[config.mk]
export PLATFORM = sky130hd
export DESIGN_NAME = axi_lite_reg_slave
export DESIGN_NICKNAME = d
export VERILOG_FILES = /design/src/rtl/axi_lite_reg_slave.sv
export SDC_FILE = /design/constraint.sdc
export NUM_CORES = 1
export LEC_CHECK = 0
export BUFFER_PORTS_ARGS = -buffer_cell sky130_fd_sc_hd__buf_2
export CAP_MARGIN = 20
export CORE_UTILIZATION = 55
export DETAILED_ROUTE_END_ITERATION = 7
export PLACE_DENSITY = 0.7
export SLEW_MARGIN = 25
export SYNTH_ARGS = -nofsm -noshare
export SYNTH_HDL_FRONTEND = slang
export SYNTH_SLANG_ARGS = --single-unit
[constraint.sdc]
create_clock -name aclk -period 2.45 [get_ports aclk]
set_clock_uncertainty 0.1 [all_clocks]
set_input_delay 0.49 -clock aclk [delete_from_list [all_inputs] [get_ports aclk]]
set_output_delay 0.49 -clock aclk [all_outputs]
set_load 0.02 [all_outputs]
[src/rtl/axi_lite_reg_slave.sv]
`default_nettype none
// ============================================================================
// Module   : axi_lite_reg_slave
// Purpose  : AXI4-Lite slave exposing NUM_REGS byte-strobed registers of
//            DATA_W bits. Write and read channels run independently. The
//            AW and W beats may arrive in any order or in the same cycle.
//            An access whose word index is >= NUM_REGS gets SLVERR and
//            leaves storage untouched. Such a read returns zero.
// Ports    : aclk, aresetn             clock, async active-low reset
//            awaddr/awprot/awvalid/awready        write address channel
//            wdata/wstrb/wvalid/wready            write data channel
//            bresp/bvalid/bready                  write response channel
//            araddr/arprot/arvalid/arready        read address channel
//            rdata/rresp/rvalid/rready            read data channel
// Revision : 1.0  initial release
// ============================================================================
module axi_lite_reg_slave #(
  parameter int DATA_W   = 32,
  parameter int ADDR_W   = 7,
  parameter int NUM_REGS = 16
) (
  input  logic                  aclk,
  input  logic                  aresetn,
  input  logic [ADDR_W-1:0]     awaddr,
  input  logic [2:0]            awprot,
  input  logic                  awvalid,
  output logic                  awready,
  input  logic [DATA_W-1:0]     wdata,
  input  logic [DATA_W/8-1:0]   wstrb,
  input  logic                  wvalid,
  output logic                  wready,
  output logic [1:0]            bresp,
  output logic                  bvalid,
  input  logic                  bready,
  input  logic [ADDR_W-1:0]     araddr,
  input  logic [2:0]            arprot,
  input  logic                  arvalid,
  output logic                  arready,
  output logic [DATA_W-1:0]     rdata,
  output logic [1:0]            rresp,
  output logic                  rvalid,
  input  logic                  rready
);

  localparam int              c_STRB_W      = DATA_W / 8;
  localparam int              c_LSB         = $clog2(c_STRB_W);
  localparam int              c_IDX_W       = ADDR_W - c_LSB;
  // One extra bit so that NUM_REGS == 2**c_IDX_W is representable.
  localparam logic [c_IDX_W:0] c_NUM_REGS   = (c_IDX_W + 1)'(NUM_REGS);
  localparam logic [1:0]      c_RESP_OKAY   = 2'b00;
  localparam logic [1:0]      c_RESP_SLVERR = 2'b10;

  logic [DATA_W-1:0]   r_regs [NUM_REGS];

  logic                r_aw_held;
  logic [c_IDX_W-1:0]  r_aw_idx;
  logic                r_w_held;
  logic [DATA_W-1:0]   r_wdata;
  logic [c_STRB_W-1:0] r_wstrb;
  logic                r_bvalid;
  logic [1:0]          r_bresp;
  logic                r_rvalid;
  logic [DATA_W-1:0]   r_rdata;
  logic [1:0]          r_rresp;

  logic                w_awready;
  logic                w_wready;
  logic                w_aw_fire;
  logic                w_w_fire;
  logic                w_commit;
  logic [c_IDX_W-1:0]  w_wr_idx;
  logic [DATA_W-1:0]   w_wr_data;
  logic [c_STRB_W-1:0] w_wr_strb;
  logic                w_wr_in_range;
  logic                w_ar_fire;
  logic [c_IDX_W-1:0]  w_rd_idx;
  logic                w_rd_in_range;
  logic [DATA_W-1:0]   w_rd_data;
  logic                w_unused;

  // Protection bits and sub-word address bits carry no meaning here.
  assign w_unused = ^{awprot, arprot, awaddr[c_LSB-1:0], araddr[c_LSB-1:0]};

  // --------------------------------------------------------------------------
  // Write path
  // --------------------------------------------------------------------------
  // Both address and data are refused while a response is outstanding. So a
  // new transaction can never overtake an unacknowledged one.
  assign w_awready = ~r_aw_held & ~r_bvalid;
  assign w_wready  = ~r_w_held  & ~r_bvalid;
  assign w_aw_fire = awvalid & w_awready;
  assign w_w_fire  = wvalid  & w_wready;

  // Commit as soon as both halves are either already held or arriving now.
  // The live bus value is used when it is arriving this cycle.
  assign w_commit  = (r_aw_held | w_aw_fire) & (r_w_held | w_w_fire);
  assign w_wr_idx  = r_aw_held ? r_aw_idx : awaddr[ADDR_W-1:c_LSB];
  assign w_wr_data = r_w_held  ? r_wdata  : wdata;
  assign w_wr_strb = r_w_held  ? r_wstrb  : wstrb;
  assign w_wr_in_range = ({1'b0, w_wr_idx} < c_NUM_REGS);

  always_ff @(posedge aclk or negedge aresetn) begin
    if (!aresetn) begin
      r_aw_held <= 1'b0;
      r_aw_idx  <= '0;
      r_w_held  <= 1'b0;
      r_wdata   <= '0;
      r_wstrb   <= '0;
      r_bvalid  <= 1'b0;
      r_bresp   <= c_RESP_OKAY;
    end else begin
      if (w_commit) begin
        r_aw_held <= 1'b0;
        r_w_held  <= 1'b0;
        r_bvalid  <= 1'b1;
        r_bresp   <= w_wr_in_range ? c_RESP_OKAY : c_RESP_SLVERR;
      end else begin
        if (w_aw_fire) begin
          r_aw_held <= 1'b1;
          r_aw_idx  <= awaddr[ADDR_W-1:c_LSB];
        end
        if (w_w_fire) begin
          r_w_held <= 1'b1;
          r_wdata  <= wdata;
          r_wstrb  <= wstrb;
        end
        if (r_bvalid && bready) begin
          r_bvalid <= 1'b0;
        end
      end
    end
  end

  // Register storage. An out-of-range index matches no register, so it
  // naturally writes nothing.
  always_ff @(posedge aclk or negedge aresetn) begin
    if (!aresetn) begin
      for (int r = 0; r < NUM_REGS; r++) begin
        r_regs[r] <= '0;
      end
    end else if (w_commit) begin
      for (int r = 0; r < NUM_REGS; r++) begin
        if (w_wr_idx == c_IDX_W'(r)) begin
          for (int b = 0; b < c_STRB_W; b++) begin
            if (w_wr_strb[b]) begin
              r_regs[r][8*b +: 8] <= w_wr_data[8*b +: 8];
            end
          end
        end
      end
    end
  end

  // --------------------------------------------------------------------------
  // Read path
  // --------------------------------------------------------------------------
  assign w_ar_fire     = arvalid & ~r_rvalid;
  assign w_rd_idx      = araddr[ADDR_W-1:c_LSB];
  assign w_rd_in_range = ({1'b0, w_rd_idx} < c_NUM_REGS);

  // The mux reads the current register contents. A read that lands on the
  // same edge as a write commit therefore returns the pre-write value.
  always_comb begin
    w_rd_data = '0;
    for (int r = 0; r < NUM_REGS; r++) begin
      if (w_rd_idx == c_IDX_W'(r)) begin
        w_rd_data = r_regs[r];
      end
    end
  end

  always_ff @(posedge aclk or negedge aresetn) begin
    if (!aresetn) begin
      r_rvalid <= 1'b0;
      r_rdata  <= '0;
      r_rresp  <= c_RESP_OKAY;
    end else if (w_ar_fire) begin
      r_rvalid <= 1'b1;
      r_rdata  <= w_rd_data;
      r_rresp  <= w_rd_in_range ? c_RESP_OKAY : c_RESP_SLVERR;
    end else if (r_rvalid && rready) begin
      r_rvalid <= 1'b0;
    end
  end

  assign awready = w_awready;
  assign wready  = w_wready;
  assign bvalid  = r_bvalid;
  assign bresp   = r_bresp;
  assign arready = ~r_rvalid;
  assign rvalid  = r_rvalid;
  assign rdata   = r_rdata;
  assign rresp   = r_rresp;

endmodule
`default_nettype wire

Word level (Yosys, flattened, before mapping)
Index checks and enable logic that the tools add are counted.
{"block": "word_totals", "regBits": 593, "input_bits": 63, "output_inout_bits": 41, "elab_cells": 222}
{"block": "classes", "magnitude_cmp": 2, "eq_ne": 30, "muxes": 29, "n_bitwise": 13, "n_reduce_logical": 74}
{"op": "$mux W32", "n": 17}
{"op": "$reduce_and A3 Y1", "n": 64}
{"op": "$eq A5 B4 Y1 const B", "n": 16}
{"op": "$eq A5 B3 Y1 const B", "n": 8}
{"op": "$eq A5 B2 Y1 const B", "n": 4}
{"op": "$eq A5 B1 Y1 const B", "n": 2}
{"op": "$logic_not A5 Y1", "n": 2}
{"op": "$lt A5 B5 Y1 const B", "n": 2}
{"op": "$mux W1", "n": 8}
{"op": "$reduce_bool A2 Y1", "n": 4}
{"op": "$and A1 B1 Y1", "n": 6}
{"op": "$mux W5", "n": 1}
{"op": "$not A1 Y1", "n": 5}
{"op": "$mux W2", "n": 2}
{"op": "$mux W4", "n": 1}
{"op": "$reduce_and A2 Y1", "n": 2}
{"op": "$logic_and A1 B1 Y1", "n": 2}
{"op": "$or A1 B1 Y1", "n": 2}

Depth between registers and ports, before layout
Gate-level depths: netlist (run 1).
{"block": "logic_depth", "depth_word": 17, "mapped_depth": 10, "ltp_nobuf": 6}

Worst setup path before layout (run 1)
OpenSTA, ideal clock, no wires.
{"block": "synth_timing", "kind": "input to register", "start": "input araddr[4]", "end": "register r_rdata[10] (netlist: rdata[10])", "setup_time_ps": 77, "t_arrival_ps": 2053, "required_ps": 2273, "setup_slack_ps": 219, "stages": 9, "n_path_buf": 3, "path_cell_list": "buf_2 or3_1 clkbuf_1 nor2_1 clkbuf_1 a22oi_1 nand4_1 o221ai_1 a21oi_1"}
{"block": "synth_between", "elab_chain_len": 17}
{"element": "from (decl)", "line_no": "35", "source": "input logic [ADDR_W-1:0] araddr,"}
{"element": "$logic_not A5 Y1", "line_no": "166", "source": "if (w_rd_idx == c_IDX_W'(r)) begin"}
{"element": "$mux W32 (15 in a row)", "line_no": "166"}
{"element": "$mux W32 (*)", "line_no": "166"}
{"element": "to (signal assigned)", "line_no": "179", "source": "r_rdata <= w_rd_data;"}
{"element": "to (decl)", "line_no": "63", "source": "logic [DATA_W-1:0] r_rdata;"}
Mark *: on every way between the ends. The rest lies on a longest branch, timed or not.
A chain may end at the register's enable or synchronous reset.

Worst setup path after layout (run 1)
{"block": "layout_timing", "start": "register r_w_held", "end": "output wready"}
{"block": "layout_between", "elab_chain_len": 2}
{"element": "from (decl)", "line_no": "57", "source": "logic r_w_held;"}
{"element": "from (signal assigned)", "line_no": "106", "source": "r_w_held <= 1'b0;"}
{"element": "from (signal assigned)", "line_no": "114", "source": "r_w_held <= 1'b0;"}
{"element": "from (signal assigned)", "line_no": "123", "source": "r_w_held <= 1'b1;"}
{"element": "$not A1 Y1", "line_no": "90", "source": "assign w_wready = ~r_w_held & ~r_bvalid;"}
{"element": "$and A1 B1 Y1", "line_no": "90"}
{"element": "to (decl)", "line_no": "31", "source": "output logic wready,"}
Every way passes these cells.

==> key figures, run 1 <==
Outcome
  – Outcome: finished clean

Drt
  – Via/cell ratio: around 6.3
  – Initial DRT Pass Iterations: 8
  – DR DRC count: 0
  – Via count: 23000
  – Routed len/inst: around 24 µm
  – Routed WL: roughly 86000 µm
  – Number of DRC markers in iteration 0: ~2500
  – Antenna Violating Nets Remaining: 0

CTS
  – Max Root-Sink Buffers: 3
  – Reg clk slew, reported paths: ~0.060 ns
  – TritonCTS Buffers: 59
  – Num Clock Sinks: between 500 and 600
  – CTS tree: yes
  – Postcts setup bufs: 0
  – Htree depth: 2
  – Root Buffer: clkbuf_16
  – Clock Latency Late Sink: roughly 0.63 ns

Timing
  – RSZ-0062 raised after global routing: yes
  – Final worst-path cycle share: a little over nine tenths
  – Slew Limit Fails: 0
  – Setup_tns: 0 ns
  – Rel. slew slack: between 30% and 40%
  – Final hold viol count: 0
  – Min cycle time layout: 2.39 ns
  – Highest Clock Rate: 0.419 GHz
  – # setup viols final: 0
  – Worst Max-Slew Pin Slew: between 0.9 and 1 ns

Place
  – PortBufs: ~90
  – GPL Wtd Cong: between 0.9 and 1
  – DP HPWL: between 60000 and 70000 µm

Critical path
  – Worst endpoint required time: about 1.9 ns
  – Critical path fanouts, max: 16
  – CP Buf/Inv Count: 2
  – Crit-path cells: buf_4 -> nor2_1 -> buf_2
  – WS Path Type: reg2out
  – Slowest cell on crit path: dfrtp_2
  – Crit end category: output port
  – CP startpoint: r_w_held$_DFFE_PN0P_
  – CP arrival: roughly 1.8 ns
  – Crit-path max cell delay: between 0.5 and 0.6 ns
  – Cell family with most CP delay: flip-flops
  – CP startpoint kind: flip-flop
  – Worst reg2reg path startpoint: r_w_held$_DFFE_PN0P_

Die
  – Die area: 49700 µm²
  – Initial Util: a little under three fifths
  – Core area: around 48000 µm²
  – IO Pins: between 100 and 150
  – Die Height: approximately 220 µm
  – Overall die width: roughly 220 µm
  – FP Rows: 80

Yosys
  – Synth Cell Area: ~27000 µm²
  – Synth Register Bits: a little under 600
  – Warnings from Yosys: 0
  – Seq/Total Area, Yosys: a little under three fifths
  – Fraction of registers with async set/reset: between 90% and 100%
  – Post-Synthesis Mean Instance Area: approximately 9.7 µm²
  – Cells after Synth: 2762
  – Predominant post-synthesis flop cell: dfrtp_1
  – Post-synth EDFFs: 0
  – Netlist cell types: 76

Layout
  – Layout fillers: approximately 3600
  – Area grow syn2layout: 20.4%
  – Fin nets: roughly 3100
  – Share of cells above drive strength 1: between 20 and 25%
  – Final core utilization: 67.5%

Global routing
  – Initial antenna violation count: 3
  – Largest net degree at the start of global routing: around 110
  – First-pass GRT wire length: 131000 µm
  – GRT Overall Usage: about a third
  – Vias in the first global route: approximately 22000
  – Grt ovf: 0

Job
  – MaxCap Viol Count: 0

Min path
  – Hold crit path type: in2reg
  – Worst hold start: wdata[31]

Power
  – Final Power: around 35 mW
  – Leakage: ~15 nW
  – Peak supply drop: around 0.59 mV
  – Power per cell area: about 1100 nW/µm²
-- Yosys cell counts, drive strengths merged, types with 5 or more instances --
cell type | number | share of area (%)
a211oi | 14 | 0.39
a21o | 12 | 0.34
a21oi | 415 | 7.7
a221oi | 41 | 1.3
a222oi | 9 | 0.34
a22o | 9 | 0.29
a22oi | 83 | 2.3
a31oi | 15 | 0.41
a32o | 12 | 0.45
and3 | 41 | 0.96
buf | 127 | 3.0
clkbuf | 123 | 1.8
dfrtp | 591 | 55
inv | 12 | 0.17
mux2 | 61 | 2.6
mux2i | 42 | 1.6
nand2 | 222 | 3.2
nand2b | 10 | 0.23
nand3 | 13 | 0.24
nand3b | 5 | 0.14
nand4 | 21 | 0.49
nor2 | 448 | 6.3
nor2b | 10 | 0.23
nor3 | 18 | 0.40
nor3b | 6 | 0.17
nor4 | 13 | 0.75
o21ai | 253 | 5.4
o21bai | 5 | 0.14
o221ai | 13 | 0.42
o22ai | 48 | 1.1
or3 | 25 | 0.58
or3b | 7 | 0.23
-- logic make-up after synthesis --
group | after synthesis | synth area share [%]
AOI/OAI and AO/OA | 953 | 21.5
and+or+nand+nor | 850 | 14.2
DFF | 591 | 55.0
buffers and inverters | 263 | 4.98
muxes | 104 | 4.20
other | 1 | 0.0140
-- worst paths after layout --
path	endpoint	slack (ns)	depth (start not counted)
hold reg to reg	r_regs[10]$_DFFE_PN0P_	0.38	2
max in group asynchronous	r_regs[399]$_DFFE_PN0P_	1.11	3
min in group asynchronous	r_wdata[22]$_DFFE_PN0P_	0.26	2
setup / recovery	wready	0.06	3
setup reg to reg	r_regs[55]$_DFFE_PN0P_	0.08	3
hold / removal	r_wdata[31]$_DFFE_PN0P_	0.03	2
-- cell usage in the layout, fill, tap and decap left out, drive strengths merged, types with 14 or more instances in the layout --
cell type,Yosys,routed
dfrtp,591,591
nor2,448,448
a21oi,415,415
buf,127,402
o21ai,253,253
nand2,222,222
clkbuf,123,86
a22oi,83,83
mux2,61,61
o22ai,48,48
mux2i,42,42
a221oi,41,41
and3,41,41
or3,25,25
nand4,21,21
nor3,18,18
dlygate4sd3,0,17
a31oi,15,15
inv,12,15
a211oi,14,14
-- sequential cells by signal (all words and copies together), names as in the netlist --
signal and flops:
r_regs 512, r_wdata 32, rdata 32, r_aw_idx 5, r_wstrb 4, bresp 1, bvalid 1, r_aw_held 1
r_w_held 1, rresp 1, rvalid 1
-- metal layers --
layer  share of wire (%)  track usage [%]
met5                   0                0
met2                  45             52.9
met4                 3.3             12.0
met1                  42             49.5
met3                  10             7.84
-- report_power, final --
part / switching [mW] / internal (mW)
clock: 3.86 / 5.39
sequential: 2.46 / 13.7
combinational: 5.76 / 3.79
-- what timing repair did --
| action | CTS | global route |
|---|---|---|
| gates resized for setup | 1 | 9 |
| hold buffers | 17 | 0 |
| pin swaps | 0 | 1 |
| endpoints found under the hold margin | 73 | 0 |
| endpoints found under the setup margin | 8 | 195 |
-- per-stage QoR --
step	instance area [µm²]	instances	hold WS [ns]	setup slack, ns
after global routing	32400	3658	0.0107	-0.00274
after global placement	30100	3530	0.296	-0.315
after floorplan	26900	2763	0.0944	0.219
after detailed placement	30100	3530	0.301	-0.279
after CTS	32300	3658	0.000199	0.0386
final	32400	3659	0.0275	0.0638
-- cell type report --
cell class / instances / area, µm² / share of cell area [%]
multi-input cells: 1909 / 10800 / 33.5
clock inverters: 25 / 279 / 0.862
diodes: 1 / 2.50 / 0.00773
well taps: 615 / 769 / 2.38
inverters: 13 / 48.8 / 0.151
clock buffers: 86 / 1720 / 5.31
flip-flops and latches: 591 / 14800 / 45.7
repair buffers: 419 / 3900 / 12.1
(Power assumes the default switching activity.)
==> run 2, diff against run 1 <==
--- a/config.mk
+++ b/config.mk
@@ -5,7 +5,7 @@
 export SDC_FILE = /design/constraint.sdc
 export NUM_CORES = 1
 export LEC_CHECK = 0
-export BUFFER_PORTS_ARGS = -buffer_cell sky130_fd_sc_hd__buf_2
+export BUFFER_PORTS_ARGS = -buffer_cell sky130_fd_sc_hd__buf_4
 export CAP_MARGIN = 20
 export CORE_UTILIZATION = 55
 export DETAILED_ROUTE_END_ITERATION = 7
==> run 2 against run 1 <==
Compared with the run above:
- the run now ends with design-rule violations left
- sequential cell count unchanged
- wire length down 1.2%
- via count down 0.35%
- non-clock buffer count down 5
- count of clock-buffer cells in the layout up 2
- combinational power about the same
- die area unchanged
- register-to-register slack about the same
- global-route usage down 0.17 points
- power up 0.17%
- sequential power about the same
- hold slack worse by 0.0049 ns
==> key figures, run 2 (synthesis gave the netlist of run 1 again) <==
Drt
  – Antenna Violating Nets Remaining: 0 (unchanged)
  – Via count: 22900 (-0.35%)
  – Initial DRT Pass Iterations: 8 (unchanged)
  – Number of DRC markers in iteration 0: 2433 (-3.4%)
  – Routed len/inst: 23.4 µm (-0.90%)
  – DR DRC count: 1 (+1)
  – Via/cell ratio: 6.27 (about the same)
  – Routed WL: 85300 µm (-1.2%)

Critical path
  – CP arrival: 2.83 ns (+1.03 ns)
  – Crit end category: flip-flop
  – Worst endpoint required time: 2.85 ns (+0.99 ns)
  – WS Path Type: in2reg
  – CP startpoint kind: primary input
  – Critical path fanouts, max: 14 (-2)

Layout
  – Most common cell after layout, fill and taps aside: dfrtp_1
  – Layout fillers: 3629 (+2.0%)
  – Design area: 32400 µm² (+0.23%)
  – Fin nets: 3051 (-0.16%)
  – Biggest register: r_regs
  – Most frequent cells in the layout: dfrtp_1, nor2_1, a21oi_1
  – Area grow syn2layout: 20.7%
  – Share of cells above drive strength 1: 21.5% (-0.54 points)
  – Max reg flops: 512 (unchanged)

Die
  – Die Height: 223 µm (unchanged)
  – FP Rows: 80 (unchanged)
  – Die area: 49700 µm² (unchanged)
  – Initial Util: 56.0% (unchanged)
  – Overall die width: 223 µm (unchanged)
  – Core area: 47900 µm² (unchanged)
  – IO Pins: 104 (unchanged)

CTS
  – Max Root-Sink Buffers: 3 (unchanged)
  – Root Buffer: clkbuf_16
  – Htree depth: 2 (unchanged)
  – TritonCTS Buffers: 59 (unchanged)
  – Clock Latency Late Sink: 0.62 ns (about the same)
  – Reg clk slew, reported paths: 0.06 ns (about the same)
  – Postcts setup bufs: 0 (unchanged)
  – Num Clock Sinks: 591 (unchanged)
  – CTS tree: yes

Power
  – Power per cell area: 1080 nW/µm² (about the same)
  – Peak supply drop: 0.620 mV (+5.0%)
  – Leakage: 14.8 nW (about the same)
  – Final Power: 35.0 mW (+0.17%)

Global routing
  – First-pass GRT wire length: 131000 µm (-0.15%)
  – Initial antenna violation count: 2 (-1)
  – Met3 global-route usage: 7.11% (-0.72 points)
  – Grt ovf: 0 (unchanged)
  – Largest net degree at the start of global routing: 67 (-37%)
  – Met2 Track Usage GR: 52.6% (-0.26 points)
  – Most Crowded Layer GR: met2
  – Met1 Usage GRT: 49.7% (+0.16 points)
  – Vias in the first global route: 22400 (+0.040%)
  – GRT Overall Usage: 34.7% (-0.17 points)

Outcome
  – Failing checks: design-rule violations
  – Outcome: finished with violations

Timing
  – Rel. slew slack: 28.0% (-9.7 points)
  – Final hold slack: 0.0226 ns (-0.00488 ns)
  – Slew Limit Fails: 0 (unchanged)
  – Final hold viol count: 0 (unchanged)
  – RSZ-0062 raised after global routing: yes
  – Setup_tns: 0 ns (unchanged)
  – Final worst-path cycle share: 99.0% (+1.7 points)
  – Highest Clock Rate: 0.412 GHz (-1.7%)
  – Min cycle time layout: 2.43 ns (+0.0404 ns)
  – Worst Max-Slew Pin Slew: 1.08 ns (+0.148 ns)
  – # setup viols final: 0 (unchanged)

Job
  – MaxCap Viol Count: 0 (unchanged)

Place
  – GPL Wtd Cong: 0.984 (+3.6%)
  – PortBufs: 91 (unchanged)
  – DP HPWL: 60700 µm (-1.0%)
  – Post-place instance area: 30200 µm² (+0.16%)

Min path
  – Hold crit path type: in2reg
==> run 2: timing repair <==
action,CTS,global route
pin swaps,0,0
setup endpoints to repair,1,94
hold buffers,22,0
resized for setup,2,4
hold endpoints to repair,59,0
==> run 2: critical path, cell delays in order <==
cell,delay [ns]
buf_4,0.19
and2_1,0.32
nand3_1,0.43
o22ai_1,0.42
a211oi_1,0.09
a211oi_1,0.60
buf_4,0.21
o22ai_1,0.06
==> run 2: routing by layer <==
layer	wire [µm]	share of wire (%)
met5	0	0
met4	2850	3.3
met3	8300	9.7
met2	38100	45
met1	36000	42
==> run 2: final timing paths <==
| check | startpoint | endpoint | slack (ns) | depth (start not counted) |
|---|---|---|---|---|
| min | wdata[28] | r_wdata[28]$_DFFE_PN0P_ | 0.02 | 2 |
| min in group asynchronous | aresetn | r_regs[93]$_DFFE_PN0P_ | 0.35 | 2 |
| min reg2reg | r_regs[45]$_DFFE_PN0P_ | r_regs[45]$_DFFE_PN0P_ | 0.38 | 2 |
| max in group asynchronous | aresetn | r_regs[378]$_DFFE_PN0P_ | 1.13 | 3 |
| max reg2reg | r_aw_held$_DFFE_PN0P_ | r_regs[278]$_DFFE_PN0P_ | 0.09 | 7 |
| max | araddr[2] | rdata[18]$_DFFE_PN0P_ | 0.02 | 8 |
==> run 2: metrics by stage <==
stage / instances / util, % / worst slack (ns)
6_report: 3647 / 67.6 / 0.0233
2_1_floorplan: 2763 / - / 0.219
5_1_grt: 3646 / 67.6 / -0.00208
4_1_cts: 3646 / 67.6 / 0.00367
3_3_place_gp: 3520 / 63.0 / -0.451
3_5_place_dp: 3520 / 63.0 / -0.491
==> run 2: area by class of cell <==
| cell class | count | area (µm²) | share of cell area (%) |
|---|---|---|---|
| diodes | 1 | 2.50 | 0.00772 |
| clock buffers | 88 | 1800 | 5.54 |
| clock inverters | 16 | 196 | 0.606 |
| inverters | 13 | 48.8 | 0.150 |
| multi-input cells | 1909 | 10800 | 33.3 |
| flip-flops and latches | 591 | 14800 | 45.6 |
| well taps | 615 | 769 | 2.37 |
| repair buffers | 414 | 4010 | 12.4 |
==> run 2: power by group <==
part           leakage [nW]  switching (mW)  internal, mW
registers              7.88            2.46          13.7
logic                  5.98            5.67          3.90
clock network         0.983            3.83          5.46
